--- src/rtl/mips_pkg.sv ---
// Shared encodings for the MIPS control path: opcodes, funct codes,
// ALU control codes, datapath select values and the multicycle state enum.
package mips_pkg;

  localparam logic [5:0] OP_RTYPE = 6'b000000;
  localparam logic [5:0] OP_LW    = 6'b100011;
  localparam logic [5:0] OP_SW    = 6'b101011;
  localparam logic [5:0] OP_BEQ   = 6'b000100;
  localparam logic [5:0] OP_ADDI  = 6'b001000;
  localparam logic [5:0] OP_J     = 6'b000010;

  localparam logic [5:0] FN_ADD = 6'b100000;
  localparam logic [5:0] FN_SUB = 6'b100010;
  localparam logic [5:0] FN_AND = 6'b100100;
  localparam logic [5:0] FN_OR  = 6'b100101;
  localparam logic [5:0] FN_SLT = 6'b101010;

  localparam logic [2:0] ALU_AND = 3'b000;
  localparam logic [2:0] ALU_OR  = 3'b001;
  localparam logic [2:0] ALU_ADD = 3'b010;
  localparam logic [2:0] ALU_SUB = 3'b110;
  localparam logic [2:0] ALU_SLT = 3'b111;

  // ALUOp as produced by the main control; 11 is unused and falls back to add
  localparam logic [1:0] ALUOP_ADD   = 2'b00;
  localparam logic [1:0] ALUOP_SUB   = 2'b01;
  localparam logic [1:0] ALUOP_FUNCT = 2'b10;

  localparam logic [1:0] PCSRC_ALU    = 2'b00;
  localparam logic [1:0] PCSRC_ALUOUT = 2'b01;
  localparam logic [1:0] PCSRC_JUMP   = 2'b10;

  localparam logic [1:0] SRCB_B       = 2'b00;
  localparam logic [1:0] SRCB_FOUR    = 2'b01;
  localparam logic [1:0] SRCB_IMM     = 2'b10;
  localparam logic [1:0] SRCB_IMM_SH2 = 2'b11;

  typedef enum logic [3:0] {
    S_FETCH    = 4'd0,
    S_DECODE   = 4'd1,
    S_MEMADR   = 4'd2,
    S_MEMREAD  = 4'd3,
    S_MEMWB    = 4'd4,
    S_MEMWRITE = 4'd5,
    S_EXECUTE  = 4'd6,
    S_ALUWB    = 4'd7,
    S_BRANCH   = 4'd8,
    S_ADDIEXEC = 4'd9,
    S_ADDIWB   = 4'd10,
    S_JUMP     = 4'd11
  } state_t;

endpackage

--- src/rtl/alu_decoder.sv ---
// Combinational ALU decoder: maps ALUOp and funct to the ALU control code.
// Shared with the single-cycle control, so it carries no state.
module alu_decoder
  import mips_pkg::*;
(
  input  logic [1:0] ALUOp,
  input  logic [5:0] Funct,
  output logic [2:0] ALU_Control,
  output logic       illegal_funct
);

  always_comb begin
    ALU_Control   = ALU_ADD;
    illegal_funct = 1'b0;
    case (ALUOp)
      ALUOP_ADD: ALU_Control = ALU_ADD;
      ALUOP_SUB: ALU_Control = ALU_SUB;
      ALUOP_FUNCT: begin
        case (Funct)
          FN_ADD:  ALU_Control = ALU_ADD;
          FN_SUB:  ALU_Control = ALU_SUB;
          FN_AND:  ALU_Control = ALU_AND;
          FN_OR:   ALU_Control = ALU_OR;
          FN_SLT:  ALU_Control = ALU_SLT;
          // unsupported funct leaves the ALU on add; the flag aborts the instruction
          default: illegal_funct = 1'b1;
        endcase
      end
      default: ALU_Control = ALU_ADD;
    endcase
  end

endmodule

--- src/rtl/multicycle_control_fsm.sv ---
// Main control FSM of the multicycle MIPS core. Moore outputs per state, with
// memory stalls on MemReady and the branch PC load qualified by Zero.
//
// state      | meaning
// -----------+-------------------------------------------------------------
// S_FETCH    | read instruction at PC, PC+4; waits for MemReady
// S_DECODE   | register read, branch target into ALUOut, dispatch on opcode
// S_MEMADR   | lw/sw effective address A + SignImm
// S_MEMREAD  | data read at ALUOut; waits for MemReady
// S_MEMWB    | load data into rt
// S_MEMWRITE | data write at ALUOut; waits for MemReady
// S_EXECUTE  | R-type ALU operation selected by funct
// S_ALUWB    | ALU result into rd
// S_BRANCH   | A - B compare, PC <= ALUOut when Zero
// S_ADDIEXEC | A + SignImm
// S_ADDIWB   | ALU result into rt
// S_JUMP     | PC <= jump target
module multicycle_control_fsm
  import mips_pkg::*;
(
  input  logic       clk,
  input  logic       reset,
  input  logic [5:0] Opcode,
  input  logic [5:0] Funct,
  input  logic       Zero,
  input  logic       MemReady,
  output logic       MemRead,
  output logic       MemWrite,
  output logic       IorD,
  output logic       IRWrite,
  output logic       PCEn,
  output logic [1:0] PCSrc,
  output logic       ALUSrcA,
  output logic [1:0] ALUSrcB,
  output logic [2:0] ALU_Control,
  output logic       RegDst,
  output logic       MemtoReg,
  output logic       RegWrite,
  output logic       IllegalInstr
);

  state_t     state;
  state_t     state_next;
  logic [1:0] alu_op;
  logic [2:0] alu_ctrl;
  logic       illegal_funct;
  logic       pc_write;
  logic       branch;

  always_ff @(posedge clk) begin
    if (reset) state <= S_FETCH;
    else       state <= state_next;
  end

  // ALUOp depends only on state, keeping the decoder out of the output block's loop
  always_comb begin
    alu_op = ALUOP_ADD;
    case (state)
      S_EXECUTE: alu_op = ALUOP_FUNCT;
      S_BRANCH:  alu_op = ALUOP_SUB;
      default:   alu_op = ALUOP_ADD;
    endcase
  end

  alu_decoder u_alu_decoder (
    .ALUOp         (alu_op),
    .Funct         (Funct),
    .ALU_Control   (alu_ctrl),
    .illegal_funct (illegal_funct)
  );

  always_comb begin
    state_next   = state;
    MemRead      = 1'b0;
    MemWrite     = 1'b0;
    IorD         = 1'b0;
    IRWrite      = 1'b0;
    pc_write     = 1'b0;
    branch       = 1'b0;
    PCSrc        = PCSRC_ALU;
    ALUSrcA      = 1'b0;
    ALUSrcB      = SRCB_B;
    RegDst       = 1'b0;
    MemtoReg     = 1'b0;
    RegWrite     = 1'b0;
    IllegalInstr = 1'b0;

    case (state)
      S_FETCH: begin
        MemRead = 1'b1;
        ALUSrcB = SRCB_FOUR;
        if (MemReady) begin
          IRWrite    = 1'b1;
          pc_write   = 1'b1;
          state_next = S_DECODE;
        end
      end
      S_DECODE: begin
        ALUSrcB = SRCB_IMM_SH2;
        case (Opcode)
          OP_LW, OP_SW: state_next = S_MEMADR;
          OP_RTYPE:     state_next = S_EXECUTE;
          OP_BEQ:       state_next = S_BRANCH;
          OP_ADDI:      state_next = S_ADDIEXEC;
          OP_J:         state_next = S_JUMP;
          default: begin
            IllegalInstr = 1'b1;
            state_next   = S_FETCH;
          end
        endcase
      end
      S_MEMADR: begin
        ALUSrcA = 1'b1;
        ALUSrcB = SRCB_IMM;
        case (Opcode)
          OP_LW:   state_next = S_MEMREAD;
          OP_SW:   state_next = S_MEMWRITE;
          default: state_next = S_FETCH;
        endcase
      end
      S_MEMREAD: begin
        MemRead = 1'b1;
        IorD    = 1'b1;
        if (MemReady) state_next = S_MEMWB;
      end
      S_MEMWB: begin
        MemtoReg   = 1'b1;
        RegWrite   = 1'b1;
        state_next = S_FETCH;
      end
      S_MEMWRITE: begin
        MemWrite = 1'b1;
        IorD     = 1'b1;
        if (MemReady) state_next = S_FETCH;
      end
      S_EXECUTE: begin
        ALUSrcA      = 1'b1;
        IllegalInstr = illegal_funct;
        state_next   = illegal_funct ? S_FETCH : S_ALUWB;
      end
      S_ALUWB: begin
        RegDst     = 1'b1;
        RegWrite   = 1'b1;
        state_next = S_FETCH;
      end
      S_BRANCH: begin
        ALUSrcA    = 1'b1;
        branch     = 1'b1;
        PCSrc      = PCSRC_ALUOUT;
        state_next = S_FETCH;
      end
      S_ADDIEXEC: begin
        ALUSrcA    = 1'b1;
        ALUSrcB    = SRCB_IMM;
        state_next = S_ADDIWB;
      end
      S_ADDIWB: begin
        RegWrite   = 1'b1;
        state_next = S_FETCH;
      end
      S_JUMP: begin
        PCSrc      = PCSRC_JUMP;
        pc_write   = 1'b1;
        state_next = S_FETCH;
      end
      default: state_next = S_FETCH;
    endcase

    PCEn        = pc_write | (branch & Zero);
    ALU_Control = alu_ctrl;

    // reset silences every strobe and select, whatever state the register holds
    if (reset) begin
      MemRead      = 1'b0;
      MemWrite     = 1'b0;
      IorD         = 1'b0;
      IRWrite      = 1'b0;
      PCEn         = 1'b0;
      PCSrc        = 2'b00;
      ALUSrcA      = 1'b0;
      ALUSrcB      = 2'b00;
      ALU_Control  = 3'b000;
      RegDst       = 1'b0;
      MemtoReg     = 1'b0;
      RegWrite     = 1'b0;
      IllegalInstr = 1'b0;
    end
  end

endmodule

--- config.mk ---
export PLATFORM = sky130hd
export DESIGN_NAME = multicycle_control_fsm
export DESIGN_NICKNAME = d
export VERILOG_FILES = /design/src/rtl/mips_pkg.sv /design/src/rtl/alu_decoder.sv /design/src/rtl/multicycle_control_fsm.sv
export SDC_FILE = /design/constraint.sdc
export NUM_CORES = 1
export LEC_CHECK = 0
export CORE_MARGIN = 1.5
export CORE_UTILIZATION = 40
export CTS_CLUSTER_DIAMETER = 100
export DETAILED_ROUTE_END_ITERATION = 8
export PLACE_DENSITY = 0.88
export SLEW_MARGIN = 10
export SYNTH_ARGS = -nofsm -noshare
export SYNTH_HDL_FRONTEND = slang
export SYNTH_SLANG_ARGS = --single-unit
--- constraint.sdc ---
create_clock -name clk -period 3.3 [get_ports clk]
set_input_delay 0.99 -clock clk [delete_from_list [all_inputs] [get_ports clk]]
set_output_delay 0.99 -clock clk [all_outputs]
set_load 0.01 [all_outputs]
==> results_dict.tcl, run 1 <==
set metrics [dict create \
    post_dp_cell_area_mm2 0.00122 \
    cts-root-buf "clkbuf_4" \
    clk_latency_ps 250 \
    dr_wl_met3_um 257 \
    slew_headroom_pct 79.3 \
    drt_iter0_drc 60 \
    regMostFlops "state" \
    cap_viol_max_count 0 \
    grt-ovfl-total 0 \
    final_cells 182 \
    antenna_found_initial 0 \
    rows 14 \
    avgSynthCellArea_um2 6.49 \
    ys_ff_latch 4 \
    dieArea_mm2 0.00201 \
    peakVddDrop_uv 140 \
    synthCells 108 \
    antenna_cells 0 \
    drc 0 \
    io_pins 33 \
    dp_hpwl_um 2080 \
    startpoint_type "primary input" \
    cts_buffers 3 \
    cts_hold_buf 0 \
    core-area_mm2 0.00158 \
    p_per_area_mw_per_mm2 171 \
    final_cell_mix "buf_4 (30), nor3_1 (10), dlymetal6s2s_1 (10), nand2_1 (9), clkdlybuf4s50_1 (9)" \
    grt_max_degree 18 \
    final_common_cell "buf_4" \
    routedWlPerCell_um 16.4 \
    cts_sinks 4 \
    die_y_um 44.9 \
    grt_setup_unrepaired "true" \
    placedCellCount 177 \
    grt_pass1_wl_um 4360 \
    min_from "state[3]" \
    fin_area_mm2 0.00129 \
    place.gp.congestion 0.943 \
    start_util_pct 44.4 \
    reg2reg_from "state[3]" \
    critPathMaxFanout 2 \
    syn_area_um2 701 \
    viasPerCell 6.16 \
    power_leakage_nw 0.677 \
    fin_crit_sh_pct 99.9 \
    worst_ep_required_time_ps 2310 \
    status "complete, no violations" \
    worst_pin_slew_ps 310 \
    path_class "in -> out" \
    crit_path_end_kind "primary output" \
    setup_viol 0 \
    yosysWarnings 0 \
    antenna_left 0 \
    route.met2.wl_um 1500 \
    grt_usage_pct 29.1 \
    clk_path_buf_depth 2 \
    cts.htree.levels 1 \
    area_delta_synth_final_pct 83.6 \
    nNetsFinal 186 \
    syn-num-nets 126 \
    layout-drive-gt1-share_pct 31.3 \
    fmax_mhz 303 \
    top_layer "met4" \
    crit_arrival_ps 2310 \
    min_period_ps 3300 \
    slew_viol_final 0 \
    top_regs "state x4" \
    dr.pass1.iters 4 \
    synth.distinct_cells 40 \
    grt_pass1_vias 1040 \
    crit_start "Opcode[0]" \
    clk_pin_slew_ps 40 \
    largest_register_ffs 4 \
    wl_met1_um 1120 \
    ys_seq_area_share_pct 11.4 \
    finish.utilization_pct 81.6 \
    cts_tree "yes" \
    fin_worst_skew_ps 4.95 \
    final_hold_viol_count 0 \
    numPortBuffers 32 \
    die_w_um 44.9 \
    hp-class "reg -> reg" \
    reg2reg_slack_ps 1510 \
    num_vias 1121 \
    wirelength_um 2980 \
]
==> where the power goes <==
group | total, mW | switching [mW] | leakage (nW) | internal (mW)
Clock | 0.0650 | 0.0240 | 0.0138 | 0.0409
Combinational | 0.104 | 0.0478 | 0.631 | 0.0564
Sequential | 0.0511 | 0.00109 | 0.0325 | 0.0500
Total | 0.220 | 0.0729 | 0.677 | 0.147
==> through the flow <==
step	hold WS, ps	total power [mW]	TNS, ps	setup slack, ps
floorplan	616	0.0885	0	201
global placement	693	0.149	-3630	-691
detailed placement	714	0.153	-4250	-706
CTS	724	0.217	-29.9	-29.9
global route	777	0.230	-41.8	-41.8
finish	734	0.220	0	4.55
==> metal layers <==
metal / global-route usage, % / up-vias
met1: 32.1 / 515
met3: 2.80 / 13
met4: 14.7 / 0
met5: 0 / -
li1: - / 516
met2: 54.5 / 77
==> cells by family (layout without fill, tap and decap cells) <==
logic type | after synthesis | count (layout) | share of synthesized area (%)
DFF | 4 | 4 | 11.4
buffers and inverters | 12 | 70 | 6.43
xor gates and xnor gates | 3 | 3 | 3.75
muxes | 2 | 2 | 2.86
adders and majority gates | 2 | 2 | 3.57
and+or+nand+nor | 59 | 59 | 47.0
AOI/OAI and AO/OA | 26 | 26 | 25.0
==> timing repair <==
item                                    4_1_cts  5_1_grt
buffers inserted                              0        2
resized for setup                            37       16
endpoints found under the setup margin       17        9
pin swaps                                     5        9
==> final cells by class <==
| type | count | area (µm²) |
|---|---|---|
| inverter | 5 | 18.8 |
| clock buffer | 3 | 22.5 |
| fill | 103 | 290 |
| multi-input combinational | 92 | 617 |
| tap | 16 | 20.0 |
| timing repair buffer | 62 | 528 |
| sequential | 4 | 80.1 |
==> final timing paths <==
kind,to,depth (start not counted)
worst max-delay path,IllegalInstr,6
worst min-delay path,state[3],3
worst max register to register,state[2],9
worst min register to register,state[3],3
==> Yosys cell counts, drive strengths merged <==
cell type  instances  area (µm²)
a211oi             1        7.51
a21boi             2        15.0
a21o               2        15.0
a21oi              8        40.0
a221o              1        10.0
a31o               2        17.5
a31oi              2        12.5
a32oi              1        8.76
and2               1        6.26
and3               1        6.26
and3b              1        8.76
buf                1        3.75
clkbuf             6        22.5
dfxtp              4        80.1
ha                 2        25.0
inv                5        18.8
mux2i              2        20.0
nand2              9        33.8
nand2b             6        37.5
nand3              2        10.0
nand3b             2        15.0
nand4              3        18.8
nor2               9        33.8
nor2b              1        6.26
nor3              11        55.1
nor3b              3        22.5
nor4               1        6.26
nor4b              1        8.76
o211ai             2        15.0
o21ai              2        10.0
o31a               1        8.76
o31ai              2        15.0
or2                3        18.8
or3                3        20.0
or4                1        11.3
or4b               1        10.0
xnor2              2        17.5
xor2               1        8.76
==> worst max-delay path: stages <==
cell           delay [ps]
dlygate4sd2_1         240
or4_4                 420
or3_4                 340
nand4_1               120
a21oi_2                60
buf_2                 130
No activity file was read; power rests on OpenSTA's default activity.
==> run 2, diff against run 1 <==
--- a/config.mk
+++ b/config.mk
@@ -5,6 +5,7 @@
 export SDC_FILE = /design/constraint.sdc
 export NUM_CORES = 1
 export LEC_CHECK = 0
+export CAP_MARGIN = 0
 export CORE_MARGIN = 1.5
 export CORE_UTILIZATION = 40
 export CTS_CLUSTER_DIAMETER = 100
==> results of run 2 <==
No change in the layout: final DEF, timing and power equal those of run 1.
